## src/rtl/if_fetch_unit.sv

```systemverilog
// Instruction-fetch stage: PC register, req/ack instruction-memory port and a one-entry fetch buffer.
// Optional performance counters are compiled in when IF_FETCH_PERF_EN is defined.
module if_fetch_unit #(
  parameter logic [31:0] RESET_PC = 32'h0040_0000,
  parameter logic [31:0] NOP_INST = 32'h0000_0000
) (
  input  logic        Clk,
  input  logic        Rst,
  input  logic        Stall,
  input  logic        Redirect,
  input  logic [31:0] Redirect_PC,
  output logic        Imem_Req,
  output logic [31:0] Imem_Addr,
  input  logic        Imem_Ack,
  input  logic [31:0] Imem_Data,
  output logic [31:0] PC_4,
  output logic [31:0] Inst,
  output logic        IF_Flush,
  output logic        IF_stall,
  output logic [31:0] PC
`ifdef IF_FETCH_PERF_EN
  ,
  output logic [31:0] Perf_Fetch_Cnt,
  output logic [31:0] Perf_Stall_Cnt
`endif
);

  typedef enum logic {
    FETCH = 1'b0,
    DROP  = 1'b1
  } state_t;

  state_t      state, state_next;
  logic [31:0] pc, pc_next;
  logic [31:0] pc_plus4;
  logic [31:0] target_pc;
  logic [31:0] buf_inst, buf_inst_next;
  logic [31:0] buf_pc4, buf_pc4_next;
  logic [31:0] drop_addr, drop_addr_next;
  logic        buf_valid, buf_valid_next;
  logic        req_pending, req_pending_next;
  logic        drain;
  logic        launch;
  logic        ack;

  // A new request may only start when the buffer will have room at the next edge.
  always_comb begin
    pc_plus4  = pc + 32'd4;
    target_pc = Redirect_PC & ~32'd3;
    drain     = buf_valid && !Stall && !Redirect;
    launch    = !Rst && (state == FETCH) && !req_pending && !Redirect &&
                (!buf_valid || drain);
    Imem_Req  = !Rst && ((state == DROP) || req_pending || launch);
    Imem_Addr = (state == DROP) ? drop_addr : pc;
    ack       = Imem_Ack && Imem_Req;
  end

  always_comb begin
    state_next       = state;
    pc_next          = pc;
    buf_valid_next   = buf_valid;
    buf_inst_next    = buf_inst;
    buf_pc4_next     = buf_pc4;
    drop_addr_next   = drop_addr;
    req_pending_next = req_pending;

    if (drain) begin
      buf_valid_next = 1'b0;
    end

    case (state)
      FETCH: begin
        if (Redirect) begin
          pc_next          = target_pc;
          buf_valid_next   = 1'b0;
          req_pending_next = 1'b0;
          // An outstanding request cannot be withdrawn; remember its address and eat the reply.
          if (Imem_Req && !ack) begin
            state_next     = DROP;
            drop_addr_next = pc;
          end
        end else if (ack) begin
          buf_valid_next   = 1'b1;
          buf_inst_next    = Imem_Data;
          buf_pc4_next     = pc_plus4;
          pc_next          = pc_plus4;
          req_pending_next = 1'b0;
        end else if (Imem_Req) begin
          req_pending_next = 1'b1;
        end
      end
      DROP: begin
        if (Redirect) begin
          pc_next        = target_pc;
          buf_valid_next = 1'b0;
        end
        if (ack) begin
          state_next = FETCH;
        end
      end
      default: begin
        state_next = FETCH;
      end
    endcase
  end

  always_ff @(posedge Clk) begin
    if (Rst) begin
      state       <= FETCH;
      pc          <= RESET_PC;
      buf_valid   <= 1'b0;
      buf_inst    <= NOP_INST;
      buf_pc4     <= 32'd0;
      drop_addr   <= 32'd0;
      req_pending <= 1'b0;
    end else begin
      state       <= state_next;
      pc          <= pc_next;
      buf_valid   <= buf_valid_next;
      buf_inst    <= buf_inst_next;
      buf_pc4     <= buf_pc4_next;
      drop_addr   <= drop_addr_next;
      req_pending <= req_pending_next;
    end
  end

  always_comb begin
    Inst     = buf_valid ? buf_inst : NOP_INST;
    PC_4     = buf_pc4;
    IF_stall = Stall | !buf_valid;
    IF_Flush = Redirect;
    PC       = pc;
  end

`ifdef IF_FETCH_PERF_EN
  logic [31:0] fetch_cnt;
  logic [31:0] stall_cnt;

  // Only replies that actually land in the buffer count as fetches.
  always_ff @(posedge Clk) begin
    if (Rst) begin
      fetch_cnt <= 32'd0;
      stall_cnt <= 32'd0;
    end else begin
      if (ack && (state == FETCH) && !Redirect) begin
        fetch_cnt <= fetch_cnt + 32'd1;
      end
      if (IF_stall) begin
        stall_cnt <= stall_cnt + 32'd1;
      end
    end
  end

  assign Perf_Fetch_Cnt = fetch_cnt;
  assign Perf_Stall_Cnt = stall_cnt;
`endif

endmodule

```

## config.mk

```make
export PLATFORM = sky130hd
export DESIGN_NAME = if_fetch_unit
export DESIGN_NICKNAME = d
export VERILOG_FILES = /design/src/rtl/if_fetch_unit.sv
export SDC_FILE = /design/constraint.sdc
export NUM_CORES = 1
export LEC_CHECK = 0
export CORE_AREA = 2 2 124 126
export CTS_CLUSTER_DIAMETER = 120
export DETAILED_ROUTE_END_ITERATION = 8
export DIE_AREA = 0 0 126 128
export HOLD_SLACK_MARGIN = 0.1
export PLACE_DENSITY = 0.79
export SKIP_CTS_REPAIR_TIMING = 1
export SLEW_MARGIN = 20
export SYNTH_ARGS = -nofsm -noshare
export SYNTH_HDL_FRONTEND = slang
export SYNTH_SLANG_ARGS = --single-unit
```

## constraint.sdc

```tcl
create_clock -name Clk -period 2 [get_ports Clk]
set_clock_uncertainty 0.1 [all_clocks]
set_input_delay 0.3 -clock Clk [delete_from_list [all_inputs] [get_ports Clk]]
set_output_delay 0.3 -clock Clk [all_outputs]
set_load 0.03 [all_outputs]
```

==> results of run 1 <==
through the flow:
step / util / power, mW / hold slack (ps) / cells / instance area [sq um]
final: 0.6375 / 7.061 / 245.6 / 1208 / 9475
after CTS: 0.6237 / 7.113 / 40.10 / 1200 / 9271
after global placement: 0.5838 / 4.003 / 336.9 / 1168 / 8677
after floorplan: - / 3.421 / 331.7 / 784 / 6211
after global routing: 0.6375 / 7.317 / 226.7 / 1208 / 9475
after detailed placement: 0.5838 / 4.019 / 341.8 / 1168 / 8677
flip-flops by register name, indices dropped and copies added (netlist names):
name and cells:
req_pending 1, drop_addr 30, buf_inst 32, buf_valid 1
PC_4 30, state 1, PC 30
area by class of cell:
class	count	area share
clock buffer	21	0.05071
clock inverter	11	0.01202
inverter	14	0.005546
multi-input combinational	570	0.3551
sequential	125	0.2681
tap	188	0.02483
timing repair buffer	279	0.2838
where the power goes:
group          internal [mW]  leakage, nW  switching (mW)  total (mW)
Sequential              2.60         1.03          0.0785        2.67
Clock                   1.95        0.291            1.14        3.09
Combinational          0.579         2.81           0.717        1.30
cells in the final DEF (no fill, tap or decap), types with 9 or more instances in the layout:
| cell | Yosys | layout |
|---|---|---|
| sky130_fd_sc_hd__buf_4 | 9 | 116 |
| sky130_fd_sc_hd__a21oi_1 | 88 | 87 |
| sky130_fd_sc_hd__xor2_1 | 11 | 11 |
| sky130_fd_sc_hd__nor3_1 | 11 | 10 |
| sky130_fd_sc_hd__and2_1 | 35 | 34 |
| sky130_fd_sc_hd__clkbuf_16 | 0 | 17 |
| sky130_fd_sc_hd__xnor2_1 | 13 | 13 |
| sky130_fd_sc_hd__a22oi_1 | 11 | 11 |
| sky130_fd_sc_hd__clkbuf_2 | 0 | 11 |
| sky130_fd_sc_hd__nor2_1 | 59 | 58 |
| sky130_fd_sc_hd__buf_12 | 0 | 15 |
| sky130_fd_sc_hd__a211oi_1 | 20 | 20 |
| sky130_fd_sc_hd__mux2_2 | 22 | 22 |
| sky130_fd_sc_hd__nand4_1 | 16 | 16 |
| sky130_fd_sc_hd__dlymetal6s2s_1 | 0 | 35 |
| sky130_fd_sc_hd__dfxtp_2 | 0 | 9 |
| sky130_fd_sc_hd__inv_1 | 14 | 14 |
| sky130_fd_sc_hd__nand2_1 | 158 | 156 |
| sky130_fd_sc_hd__o21ai_0 | 24 | 23 |
| sky130_fd_sc_hd__clkdlybuf4s50_1 | 0 | 98 |
| sky130_fd_sc_hd__dfxtp_1 | 125 | 109 |
metal layers:
| metal | global-route usage | part of all wire |
|---|---|---|
| met5 | 0 | 0 |
| met1 | 0.3002 | 0.43 |
| met3 | 0.06803 | 0.066 |
| met4 | 0.08209 | 0.020 |
| met2 | 0.3805 | 0.48 |
worst min-delay path by stage:
stage / from / to / cells after the start
detailed placement: buf_inst[16]$_SDFFE_PP0P_ / buf_inst[16]$_SDFFE_PP0P_ / 2
global route: Rst / PC[26]$_SDFFE_PP0P_ / 3
finish: Rst / PC[30]$_SDFFE_PP0P_ / 4
global placement: buf_inst[0]$_SDFFE_PP0P_ / buf_inst[0]$_SDFFE_PP0P_ / 2
CTS: Rst / state$_SDFF_PP0_ / 2
floorplan: buf_inst[0]$_SDFFE_PP0P_ / buf_inst[0]$_SDFFE_PP0P_ / 2
critical path, cell delays in order (launching register included):
cell and delay (ps):
sky130_fd_sc_hd__dfxtp_4 370, sky130_fd_sc_hd__buf_12 150, sky130_fd_sc_hd__o31a_1 320, sky130_fd_sc_hd__buf_4 160
sky130_fd_sc_hd__buf_12 130
cell families (layout without fill, tap and decap cells):
family	count (synthesis)	after routing	share of synthesized area
xor gates and xnor gates	24	24	0.03439
muxes	25	25	0.04545
adders and majority gates	1	1	0.002047
DFF	125	125	0.4094
and+or+nand+nor	330	331	0.2571
AOI/OAI and AO/OA	183	183	0.1873
other	1	6	0.0006135
buffers and inverters	90	325	0.06366
==> metrics.cfg, run 1 <==
[clock_tree]
ctsLongestPathBuffers=2
clkLatencyLatePin_ps=420
clock-root-buffer=sky130_fd_sc_hd__clkbuf_16
tritoncts=done
cts-buffers-inserted=17
cts.clk_slew.worst_paths_ps=50
htreeDepth=4
cts.sink_count=125

[yosys]
syn_avg_cell_area_sq_um=7.846
synth-async-reset-ratio=0
ys_seq_elements=125
synth_enable_flop_cells=0
synth_cells=779
post_synth_num_cell_types=62
ys_dominant_reg_cell=sky130_fd_sc_hd__dfxtp_1
synth.top_cell.area_share=0.4094
post-synth-top-count-cell=sky130_fd_sc_hd__nand2_1
synth.yosys.warnings=0
ys_seq_area_frac=0.4094
syn-cell-area_sq_um=6112
synthTopCellsByCount=sky130_fd_sc_hd__nand2_1 (158), sky130_fd_sc_hd__dfxtp_1 (125), sky130_fd_sc_hd__a21oi_1 (88), sky130_fd_sc_hd__nor2_1 (59), sky130_fd_sc_hd__clkbuf_1 (42)
synth_top_cells_by_area=sky130_fd_sc_hd__dfxtp_1 (41%), sky130_fd_sc_hd__nand2_1 (9.7%), sky130_fd_sc_hd__a21oi_1 (7.2%), sky130_fd_sc_hd__mux2_2 (4.1%), sky130_fd_sc_hd__nor2_1 (3.6%)
synthDominantAreaCellType=sky130_fd_sc_hd__dfxtp_1

[worst_setup_path]
worst_setup_path_startpoint=state$_SDFF_PP0_
timing.reg2reg.worst_path_depth=7
critPathRequiredTime_ps=1600
critPathLaunchType=flop
cp-end-kind=output port
worstPathArrival_ps=1550
crit_path_max_fanout=17
crit-reg2reg-launch=PC[2]$_SDFFE_PP0P_
timing.setup.critical_path_class=flop to output port
r2r_setup_slack_ps=60
r2r_end=PC[29]$_SDFFE_PP0P_
timing.critical_path.to=Imem_Req

[placement]
detailed_place_hpwl_um=13270
globalplace.congestion=0.8629
number_of_i_o_port_buffers=191
place_worst_setup_slack_ps=-252.1

[global_routing]
grt_residual_overflow=0
grt_pass1_wl_um=30510
antenna_violations_before_repair=0
track_usage=0.2348
number_of_global_route_vias_before_repair=6056
grt_max_degree=116

[floorplanning]
die_width_um=126
row_count=45
die_height_um=128
coreArea_sq_um=14860
die-area_sq_um=16130
initial_core_util=0.4112
io_pins=200

[route]
detail_route.first_pass.iterations=5
drtIter0Drc=452
remaining_drc_errors=0
wl_um=19420
route.vias.total=6351
wl_per_cell_um=16.07
drt_antenna_net_count=0
routed_via_density=5.257

[timing]
setup-tns-final_ps=0
setup_viol=0
finalWorstSetupSlack_ps=49.47
max-slew-margin-rel=0.6320
final_period_minus_worst_setup_slack_ps=1951
timing.final.max_slew_violations=0
portion_of_the_clock_cycle_consumed_by_the_worst_path_in_the_final_layout=0.9753
clock.fmax_mhz=512.7
hold_violations=0
worst_slew_pin_slew_ps=552.0

[layout]
num-fill-cells=1246
number_of_antenna_cells_inserted=0
finish.net_count=1077
multi_input_area_sq_um=3364
area_delta_synth_final_pct=55.03
sequential_cell_area_sq_um=2540
drive_above_1_share=0.2441

[hold_path]
min_path_type=input port to flop

[power]
peakVddDrop_uv=597.4
power_leakage_nw=4.127
pwr_density_cell_nw_per_um2=745.1

[outcome]
result_of_the_run=finished clean

[flow_run]
maxCapViolCount=0

Note: power is estimated with default switching activity, not from simulation.
==> run 2: changes to the inputs <==
Settings changed: CORE_AREA 2 2 124 126 to 2 2 89 176, DIE_AREA 0 0 126 128 to 0 0 91 178.
==> run 2 against run 1 <==
The flow now finishes with violations (setup timing). Sequential share of layout area down 0.48 points. Setup slack worse by 86 ps. Cell area up 1.7%. Sequential power about the same. Cell count up 1.2%. Register-to-register slack worse by 70 ps. Critical path depth up 2. Fmax down 4.2%. Utilization up 1.3 points. Wire length up 10%.
==> metrics.cfg, run 2 (synthesized netlist as in run 1, its figures left out) <==
[outcome]
result_of_the_run=finished with violations  ; was finished clean
failing_checks=setup timing

[timing]
rsz_0062_raised_after_global_routing=true
whs_ps=241.9  ; was 245.6 ps
setup_viol=1  ; was 0
finalWorstSetupSlack_ps=-36.52  ; was 49.47 ps
final_period_minus_worst_setup_slack_ps=2037  ; was 1951 ps
clock.fmax_mhz=491.0  ; was 512.7 MHz
hold_violations=0  ; unchanged
portion_of_the_clock_cycle_consumed_by_the_worst_path_in_the_final_layout=1.018  ; was 0.9753
setup-tns-final_ps=-36.52  ; was 0 ps
timing.final.max_slew_violations=0  ; unchanged

[placement]
place.detailed.instances=1181  ; was 1168
globalplace.congestion=0.9239  ; was 0.8629
detailed_place_hpwl_um=14850  ; was 13270 um
place_worst_setup_slack_ps=-367.5  ; was -252.1 ps
number_of_i_o_port_buffers=191  ; unchanged
place_area_sq_um=8711  ; was 8677 sq um

[floorplanning]
row_count=63  ; was 45
die_height_um=178  ; was 128 um
io_pins=200  ; unchanged
coreArea_sq_um=14820  ; was 14860 sq um
die-area_sq_um=16200  ; was 16130 sq um
die_width_um=91  ; was 126 um
initial_core_util=0.4124  ; was 0.4112

[clock_tree]
ctsLongestPathBuffers=2  ; unchanged
htreeDepth=4  ; unchanged
clkLatencyLatePin_ps=410  ; was 420 ps
cts-buffers-inserted=17  ; unchanged
tritoncts=done  ; unchanged
cts.clk_slew.worst_paths_ps=50  ; about the same
clock-root-buffer=sky130_fd_sc_hd__clkbuf_16  ; unchanged
cts.sink_count=125  ; unchanged

[layout]
top_register=buf_inst  ; unchanged
sequential_cell_area_sq_um=2537  ; was 2540 sq um
num-fill-cells=1224  ; was 1246
area_delta_synth_final_pct=57.69  ; was 55.03%
post-route-cell-area_sq_um=9638  ; was 9475 sq um
most-common-layout-cells=sky130_fd_sc_hd__nand2_1 (158), sky130_fd_sc_hd__buf_4 (120), sky130_fd_sc_hd__dfxtp_1 (109), sky130_fd_sc_hd__clkdlybuf4s50_1 (100), sky130_fd_sc_hd__a21oi_1 (87)  ; was sky130_fd_sc_hd__nand2_1 (156), sky130_fd_sc_hd__buf_4 (116), sky130_fd_sc_hd__dfxtp_1 (109), sky130_fd_sc_hd__clkdlybuf4s50_1 (98), sky130_fd_sc_hd__a21oi_1 (87)
final_common_cell=sky130_fd_sc_hd__nand2_1  ; unchanged
drive_above_1_share=0.2444  ; was 0.2441
largest_register_ff_count=32  ; unchanged
finish.net_count=1084  ; was 1077
layout.cells.non_filler=1222  ; was 1208
finalCoreUtilization=0.6504  ; was 0.6375
number_of_antenna_cells_inserted=0  ; unchanged
multi_input_area_sq_um=3349  ; was 3364 sq um

[global_routing]
track_usage=0.2517  ; was 0.2348
antenna_violations_before_repair=0  ; unchanged
grt_max_degree=96  ; was 116
number_of_global_route_vias_before_repair=6433  ; was 6056
grt_residual_overflow=0  ; unchanged
grt_pass1_wl_um=32270  ; was 30510 um

[worst_setup_path]
crit_path_max_fanout=9  ; was 17
r2r_end=PC[23]$_SDFFE_PP0P_  ; was PC[29]$_SDFFE_PP0P_
cp-end-kind=flop  ; was output port
timing.setup.critical_path_class=input port to flop  ; was flop to output port
critPathRequiredTime_ps=2190  ; was 1600 ps
r2r_setup_slack_ps=-10  ; was 60 ps
timing.reg2reg.worst_path_depth=5  ; was 7
crit-reg2reg-launch=state$_SDFF_PP0_  ; was PC[2]$_SDFFE_PP0P_
critPathLaunchType=input port  ; was flop
worstPathArrival_ps=2230  ; was 1550 ps

[route]
drt_antenna_net_count=0  ; unchanged
detail_route.first_pass.iterations=7  ; was 5
wl_um=21390  ; was 19420 um
route.vias.total=6651  ; was 6351
remaining_drc_errors=0  ; unchanged
wl_per_cell_um=17.51  ; was 16.07 um
routed_via_density=5.443  ; was 5.257
drtIter0Drc=505  ; was 452

[hold_path]
worst_hold_path.num_cells=3  ; was 4
hp-start=Stall  ; was Rst
min_path_type=input port to flop  ; unchanged
min_delay_worst_endpoint=buf_valid$_SDFF_PP0_  ; was PC[30]$_SDFFE_PP0P_

[flow_run]
maxCapViolCount=0  ; unchanged

[power]
pwr_density_cell_nw_per_um2=766.3  ; was 745.1 nW/um^2
peakVddDrop_uv=654.1  ; was 597.4 uV
power_leakage_nw=4.143  ; was 4.127 nW
totalPowerFinal_mw=7.386  ; was 7.061 mW

-- run 2: changes by cell type in the layout (fill, tap and decap cells not counted), moves of 4 or more --
cell / delta
sky130_fd_sc_hd__buf_6: +10
sky130_fd_sc_hd__clkbuf_2: -6
sky130_fd_sc_hd__mux2_2: -6
sky130_fd_sc_hd__buf_4: +4
sky130_fd_sc_hd__clkinv_2: -5
sky130_fd_sc_hd__mux2_4: +6
-- run 2: cell type report --
cell class / instances / area share
tap: 195 / 0.02531
multi-input combinational: 569 / 0.3475
clock inverter: 11 / 0.01584
clock buffer: 21 / 0.05115
inverter: 14 / 0.005452
sequential: 125 / 0.2633
timing repair buffer: 287 / 0.2914
-- run 2: worst max-delay path: stages --
cell and delay (ps):
sky130_fd_sc_hd__clkdlybuf4s50_1 540, sky130_fd_sc_hd__nor4b_1 370, sky130_fd_sc_hd__nand2_1 350, sky130_fd_sc_hd__buf_4 250
sky130_fd_sc_hd__o31a_1 300, sky130_fd_sc_hd__o21a_1 120
-- run 2: worst max path at each step --
stage,start,to,cells past startpoint
after floorplan,PC[6]$_SDFFE_PP0P_,PC[31]$_SDFFE_PP0P_,6
after global placement,Imem_Ack,PC[23]$_SDFFE_PP0P_,6
after detailed placement,Imem_Ack,PC[12]$_SDFFE_PP0P_,7
after CTS,state$_SDFF_PP0_,Imem_Addr[22],3
after global routing,Imem_Ack,PC[23]$_SDFFE_PP0P_,6
final,Imem_Ack,PC[23]$_SDFFE_PP0P_,6
-- run 2: metal layers --
layer	part of all wire	track usage	wire [um]	vias up
li1	-	-	-	3140
met1	0.35	0.2515	7445	3092
met2	0.54	0.4664	11470	343
met3	0.067	0.05746	1428	76
met4	0.049	0.1528	1048	0
met5	0	0	0	-
-- run 2: power breakdown --
group | leakage (nW) | switching (mW) | internal [mW]
sequential | 1.03 | 0.0820 | 2.60
clock | 0.303 | 1.19 | 2.15
combinational | 2.81 | 0.749 | 0.616
